`config.mk`:
```
export PLATFORM = sky130hd
export DESIGN_NAME = fir_tdm_mac
export DESIGN_NICKNAME = d
export VERILOG_FILES = /design/src/rtl/fir_tdm_mac.sv
export SDC_FILE = /design/constraint.sdc
export NUM_CORES = 2
export LEC_CHECK = 0
export ABC_AREA = 1
export BUFFER_PORTS_ARGS = -buffer_cell sky130_fd_sc_hd__buf_2
export CAP_MARGIN = 5
export CORE_ASPECT_RATIO = 2
export CORE_MARGIN = 2
export CORE_UTILIZATION = 30
export CTS_CLUSTER_DIAMETER = 30
export DETAILED_ROUTE_END_ITERATION = 8
export PLACE_DENSITY = 0.53
export SYNTH_ARGS = -nofsm -noshare
export SYNTH_HDL_FRONTEND = slang
export SYNTH_SLANG_ARGS = --single-unit
```
`constraint.sdc`:
```
create_clock -name clk -period 6.35 [get_ports clk]
set_input_delay 0 -clock clk [delete_from_list [all_inputs] [get_ports clk]]
set_output_delay 0 -clock clk [all_outputs]
set_load 0.03 [all_outputs]
```
`src/rtl/fir_tdm_mac.sv`:
```
// Time-multiplexed FIR: one MAC walks TAPS coefficients per accepted sample, with a double-buffered coefficient bank.
// Build option: define FIR_SATURATE_EN to clamp the output to DW bits; otherwise the output wraps to DW bits.
module fir_tdm_mac #(
   parameter int TAPS       = 9,
   parameter int DW         = 14,
   parameter int CW         = 32,
   parameter int COEFF_FRAC = 31
) (
   input  logic                     clk,
   input  logic                     rstn,
   input  logic                     ce,
   input  logic signed [DW-1:0]     is_in,
   input  logic                     i_coeff_we,
   input  logic [$clog2(TAPS)-1:0]  i_coeff_addr,
   input  logic signed [CW-1:0]     is_coeff_data,
   input  logic                     i_coeff_commit,
   output logic signed [DW-1:0]     os_out,
   output logic                     o_valid,
   output logic                     o_busy,
   output logic                     o_overrun
);

   localparam int KW = $clog2(TAPS);
   localparam int PW = DW + CW;
   localparam int AW = PW + KW;

   localparam logic [KW:0]            TAPS_K  = (KW+1)'(TAPS);
   localparam logic [KW-1:0]          K_LAST  = KW'(TAPS - 1);
   localparam logic signed [AW-1:0]   HALF    = {{(AW-1){1'b0}}, 1'b1} << (COEFF_FRAC - 1);
   localparam logic signed [AW-1:0]   SAT_MAX = {{(AW-DW+1){1'b0}}, {(DW-1){1'b1}}};
   localparam logic signed [AW-1:0]   SAT_MIN = {{(AW-DW+1){1'b1}}, {(DW-1){1'b0}}};

   typedef enum logic [1:0] {
      S_IDLE = 2'd0,
      S_MAC  = 2'd1,
      S_DONE = 2'd2
   } state_e;

   state_e                  state_q, state_d;

   logic signed [DW-1:0]    x_q   [TAPS];
   logic signed [CW-1:0]    shd_q [TAPS];
   logic signed [CW-1:0]    act_q [TAPS];
   logic signed [AW-1:0]    acc_q;
   logic signed [AW-1:0]    acc_d;
   logic [KW-1:0]           k_q;
   logic signed [DW-1:0]    out_q;
   logic                    vld_q;
   logic                    pend_q, pend_d;
   logic                    ovr_q, ovr_d;

   logic                    shift_en;
   logic                    mac_en;
   logic                    done_en;
   logic                    copy_en;
   logic                    wr_ok;

   logic signed [PW-1:0]    prod;
   logic signed [AW-1:0]    prod_ext;
   logic signed [AW-1:0]    res_full;
   logic signed [DW-1:0]    res_dw;

   // Round half up: add one half LSB of the output grid, then drop the fraction.
   function automatic logic signed [AW-1:0] round_half_up(input logic signed [AW-1:0] a);
      return (a + HALF) >>> COEFF_FRAC;
   endfunction

`ifdef FIR_SATURATE_EN
   function automatic logic signed [DW-1:0] saturate_dw(input logic signed [AW-1:0] r);
      if (r > SAT_MAX) begin
         return SAT_MAX[DW-1:0];
      end else if (r < SAT_MIN) begin
         return SAT_MIN[DW-1:0];
      end
      return r[DW-1:0];
   endfunction

   assign res_dw = saturate_dw(res_full);
`else
   logic unused_res_hi;

   // Wrap mode keeps only the low DW bits; the upper bits are intentionally dropped.
   assign res_dw        = res_full[DW-1:0];
   assign unused_res_hi = ^{res_full[AW-1:DW], SAT_MAX[0], SAT_MIN[0]};
`endif

   // ---- single MAC: combinational product straight into the accumulator ----
   assign prod     = PW'(x_q[k_q]) * PW'(act_q[k_q]);
   assign prod_ext = AW'(prod);
   assign acc_d    = acc_q + prod_ext;
   assign res_full = round_half_up(acc_q);

   assign wr_ok    = i_coeff_we && ({1'b0, i_coeff_addr} < TAPS_K);

   // ---- control FSM ----
   always_ff @(posedge clk or negedge rstn) begin
      if (!rstn) begin
         state_q <= S_IDLE;
      end else begin
         state_q <= state_d;
      end
   end

   always_comb begin
      state_d  = state_q;
      shift_en = 1'b0;
      mac_en   = 1'b0;
      done_en  = 1'b0;
      copy_en  = 1'b0;
      pend_d   = pend_q;
      ovr_d    = ovr_q;
      unique case (state_q)
         S_IDLE: begin
            copy_en = i_coeff_commit;
            if (ce) begin
               shift_en = 1'b1;
               state_d  = S_MAC;
            end
         end
         S_MAC: begin
            mac_en = 1'b1;
            if (ce) begin
               ovr_d = 1'b1;
            end
            if (i_coeff_commit) begin
               pend_d = 1'b1;
            end
            if (k_q == K_LAST) begin
               state_d = S_DONE;
            end
         end
         S_DONE: begin
            done_en = 1'b1;
            copy_en = pend_q || i_coeff_commit;
            pend_d  = 1'b0;
            if (ce) begin
               ovr_d = 1'b1;
            end
            state_d = S_IDLE;
         end
         default: begin
            state_d = S_IDLE;
         end
      endcase
   end

   always_ff @(posedge clk or negedge rstn) begin
      if (!rstn) begin
         pend_q <= 1'b0;
         ovr_q  <= 1'b0;
         vld_q  <= 1'b0;
         k_q    <= '0;
      end else begin
         pend_q <= pend_d;
         ovr_q  <= ovr_d;
         vld_q  <= done_en;
         if (shift_en) begin
            k_q <= '0;
         end else if (mac_en) begin
            k_q <= k_q + 1'b1;
         end
      end
   end

   // ---- sample delay line and accumulator ----
   always_ff @(posedge clk or negedge rstn) begin
      if (!rstn) begin
         for (int i = 0; i < TAPS; i++) begin
            x_q[i] <= '0;
         end
         acc_q <= '0;
         out_q <= '0;
      end else begin
         if (shift_en) begin
            x_q[0] <= is_in;
            for (int i = 1; i < TAPS; i++) begin
               x_q[i] <= x_q[i-1];
            end
            acc_q <= '0;
         end else if (mac_en) begin
            acc_q <= acc_d;
         end
         if (done_en) begin
            out_q <= res_dw;
         end
      end
   end

   // ---- coefficient banks: shadow written any time, active loaded on commit ----
   always_ff @(posedge clk or negedge rstn) begin
      if (!rstn) begin
         for (int i = 0; i < TAPS; i++) begin
            shd_q[i] <= '0;
            act_q[i] <= '0;
         end
      end else begin
         if (wr_ok) begin
            shd_q[i_coeff_addr] <= is_coeff_data;
         end
         if (copy_en) begin
            for (int i = 0; i < TAPS; i++) begin
               act_q[i] <= shd_q[i];
            end
         end
      end
   end

   assign os_out    = out_q;
   assign o_valid   = vld_q;
   assign o_busy    = (state_q != S_IDLE);
   assign o_overrun = ovr_q;

endmodule

```
==> flow_metrics.env <==
export IMPL_outcome="finished with violations"
export IMPL_violations="negative setup slack"
export IMPL_ant_nets=0
export IMPL_clock_skew_ns=0.03456
export IMPL_grt_remaining_overflow=0
export IMPL_synth_net_count=6066
export IMPL_fin_worst_hold_slack_ns=0.03556
export IMPL_drtPass1Iterations=5
export IMPL_tightest_slew_ns=1.090
export IMPL_multiInputGateArea_um2=27460
export IMPL_buffers_plus_inverters_on_the_worst_setup_path=9
export IMPL_syn_avg_cell_area_um2=9.184
export IMPL_critical_path_top_delay_family="adder cells"
export IMPL_cts_inserted_buffers=97
export IMPL_die_x_um=292.4
export IMPL_die_h_um=580.7
export IMPL_r2r_start="k_q[0]$_DFFE_PN0P_"
export IMPL_synthToLayoutAreaGrowth_pct=27.06
export IMPL_wl_per_cell_um=20.07
export IMPL_ys_seq_elements=770
export IMPL_asyncSetResetFlopFracSynth_pct=100.0
export IMPL_routed_wl_um=163200
export IMPL_timing_final_crit_period_ns=7.021
export IMPL_synthTopCellsByArea="sky130_fd_sc_hd__dfrtp_1 39%, sky130_fd_sc_hd__fa_1 18%, sky130_fd_sc_hd__nand2_1 8.9%"
export IMPL_syn_cell_area_um2=49890
export IMPL_seq_area_um2=19280
export IMPL_number_of_cells_on_the_worst_hold_path=4
export IMPL_post_dp_hpwl_um=110600
export IMPL_maximum_number_of_pins_on_one_net_before_global_route_repair=161
export IMPL_dp_cells=7793
export IMPL_post_route_cells_drive_above_1_share_pct=25.08
export IMPL_clock_sinks=770
export IMPL_path_common_cell="sky130_fd_sc_hd__fa_1"
export IMPL_holdCritStartpoint="is_in[2]"
export IMPL_seq_area_frac_synth_pct=38.62
export IMPL_criticalPathCategory="flop to flop"
export IMPL_timing_critical_path_from="k_q[0]$_DFFE_PN0P_"
export IMPL_postLayoutSetupSlackWorst_ns=-0.6711
export IMPL_yosysMostFrequentCell="sky130_fd_sc_hd__nand2_1"
export IMPL_number_of_enable_type_register_cells_in_the_synthesized_netlist=0
export IMPL_route_detailed_vias_per_inst=4.792
export IMPL_launching_element_type_of_the_critical_path="flop"
export IMPL_max_clock_path_buffers=3
export IMPL_grt_total_usage_pct=18.35
export IMPL_dominantRegCellSynth="sky130_fd_sc_hd__dfrtp_1"
export IMPL_yosysTopAreaCell="sky130_fd_sc_hd__dfrtp_1"
export IMPL_globalplace_congestion=0.9377
export IMPL_worst_slew_margin_rel_pct=27.33
export IMPL_synth_warning_count=0
export IMPL_timing_critical_path_slowest_stage_cell="sky130_fd_sc_hd__fa_1"
export IMPL_maxCapViolCount=0
export IMPL_grt_setup_unrepaired="yes"
export IMPL_path_max_fanout=14
export IMPL_arrival_time_at_the_worst_endpoint_ns=7.57
export IMPL_grt_antenna_before_repair=4
export IMPL_clock_tree_htree_level_count=3
export IMPL_area_of_the_die_um2=169800
export IMPL_netlist_top_cells_count="1,180 x sky130_fd_sc_hd__nand2_1, 956 x sky130_fd_sc_hd__inv_1, 770 x sky130_fd_sc_hd__dfrtp_1"
export IMPL_part_of_the_cycle_the_worst_path_needs_pct=110.6
export IMPL_report_final_setup_viol=36
export IMPL_worstPathRequired_ns=6.90
export IMPL_worstReg2RegEnd="acc_q[41]$_DFFE_PN0P_"
export IMPL_syn_inst=5433
export IMPL_critical_path_cell_count=30
export IMPL_first_global_vias=41854
export IMPL_clkLatencyLatePin_ns=0.71
export IMPL_placeableCoreArea_um2=165300
export IMPL_post_synth_num_cell_types=50
export IMPL_timing_fmax_ghz=0.1424
export IMPL_dr_first_iter_drc_count=2067
export IMPL_initial_utilization_pct=30.19
export IMPL_fp_row_count=211
export IMPL_finish_cell_count_without_fillers=8134
export IMPL_min_delay_worst_endpoint="x_q[114]$_DFFE_PN0P_"
export IMPL_global_route_wire_length_before_repair_um=241100
export IMPL_nFillCells=16548
export IMPL_number_of_pins_with_negative_max_slew_slack_in_the_final_report=0
export IMPL_cts_root_buffer_cell="sky130_fd_sc_hd__clkbuf_16"
export IMPL_critical_path_max_stage_delay_ns=0.59
export IMPL_cts_tree="built"
export IMPL_layout_nets=6551
export IMPL_synth_top_cell_area_share_pct=38.62
export IMPL_nature_of_the_critical_path_endpoint="flop"
export IMPL_hold_violations=0
export IMPL_port_buffers=71
export IMPL_top_level_ports=72
export IMPL_detail_route_drc_violations=0
export IMPL_tns_ns=-15.28
export IMPL_timing_reg2reg_worst_path_depth=30
export IMPL_ff2ff_setup_slack_ns=-0.67
export IMPL_holdCritPathClass="input port to flop"
export IMPL_path_clk_slew_ns=0.07
export IMPL_place_ws_ns=-1.417
export IMPL_total_number_of_vias=38976
[cell usage in the layout, fill, tap and decap left out, drive strengths merged, types with 3 or more instances in the layout]
cell type | Yosys | layout
nand4 | 9 | 9
bufinv | 0 | 11
o21ai | 663 | 663
o211ai | 19 | 19
clkinvlp | 0 | 5
inv | 963 | 983
nand3b | 3 | 3
a32o | 23 | 23
a21o | 8 | 8
clkinv | 1 | 31
nand2 | 1183 | 1183
o21bai | 11 | 11
a22o | 3 | 3
clkbuf | 98 | 138
a21oi | 128 | 128
o221ai | 45 | 45
fa | 456 | 456
nor3 | 15 | 15
buf | 181 | 589
xor2 | 12 | 12
a31oi | 6 | 6
nand3 | 106 | 106
o22ai | 23 | 23
ha | 122 | 122
dfrtp | 770 | 770
nor4 | 3 | 3
dlygate4sd3 | 0 | 51
a21boi | 8 | 8
or2 | 7 | 7
nor2 | 283 | 283
xnor2 | 4 | 4
diode | 0 | 4
mux2 | 275 | 275
[metal layers]
layer / routed length [µm] / vias to the layer above / GRT usage, %
li1: - / 17973 / -
met1: 57020 / 19665 / 19.13
met2: 88910 / 896 / 35.63
met3: 5019 / 442 / 1.839
met4: 12280 / 0 / 9.774
met5: 0 / - / 0
[worst register-to-register path: cells and delay by family (launching register included)]
kind	cells	cell delay [ns]
AO/OA/AOI/OAI	7	1.34
adder cells (fa/ha/maj)	7	3.24
buffers and inverters	9	1.15
flip-flops	1	0.57
AND/OR/NAND/NOR	7	0.58
[how the worst max path moves through the flow]
stage | end | slack [ns]
finish | acc_q[41]$_DFFE_PN0P_ | -0.67
global route | acc_q[43]$_DFFE_PN0P_ | -0.93
CTS | acc_q[41]$_DFFE_PN0P_ | -0.72
detailed placement | acc_q[39]$_DFFE_PN0P_ | -1.42
global placement | acc_q[39]$_DFFE_PN0P_ | -1.41
floorplan | acc_q[42]$_DFFE_PN0P_ | 0.0007
[area by class of cell]
cell class,instances,share of cell area (%)
inverters,964,5.761
flip-flops and latches,770,30.41
clock buffers,116,4.149
repair inverters,1,0.01776
repair buffers,664,10.74
diodes,4,0.01579
clock inverters,65,1.387
multi-input cells,3420,43.31
well taps,2130,4.204
[what timing repair did]
action	in CTS	in global routing
gates cloned	6	26
setup endpoints to repair	36	37
hold buffers	51	0
resized for setup	235	425
pin swaps	18	132
hold endpoints to repair	419	0
buffers inserted	8	68
[kinds of logic (layout without fill, tap and decap cells)]
group                      Yosys count  count (layout)  synth area share [%]
muxes                              275             275                 6.207
other                                0               4                     0
and+or+nand+nor                   1610            1610                 12.79
adders and majority gates          578             578                 21.36
DFF                                770             770                 38.62
AOI/OAI and AO/OA                  941             941                 10.55
xor gates and xnor gates            16              16                0.2809
buffers and inverters             1243            1810                 10.20
[stage by stage]
stage,area (µm²),utilization [%]
after floorplan,49900,-
after global placement,55710,33.71
after detailed placement,55710,33.71
after CTS,60880,36.84
after global routing,63390,38.36
final,63390,38.36
[registers in the layout, summed over array words and instances, names as in the netlist]
name / cells
os_out: 14
acc_q: 45
o_valid: 1
o_overrun: 1
shd_q: 288
pend_q: 1
x_q: 126
k_q: 4
state_q: 2
act_q: 288
Power is left out: the tool's default activity adds up to more than one toggle a clock period on the data nets, which glitch-free logic cannot reach.
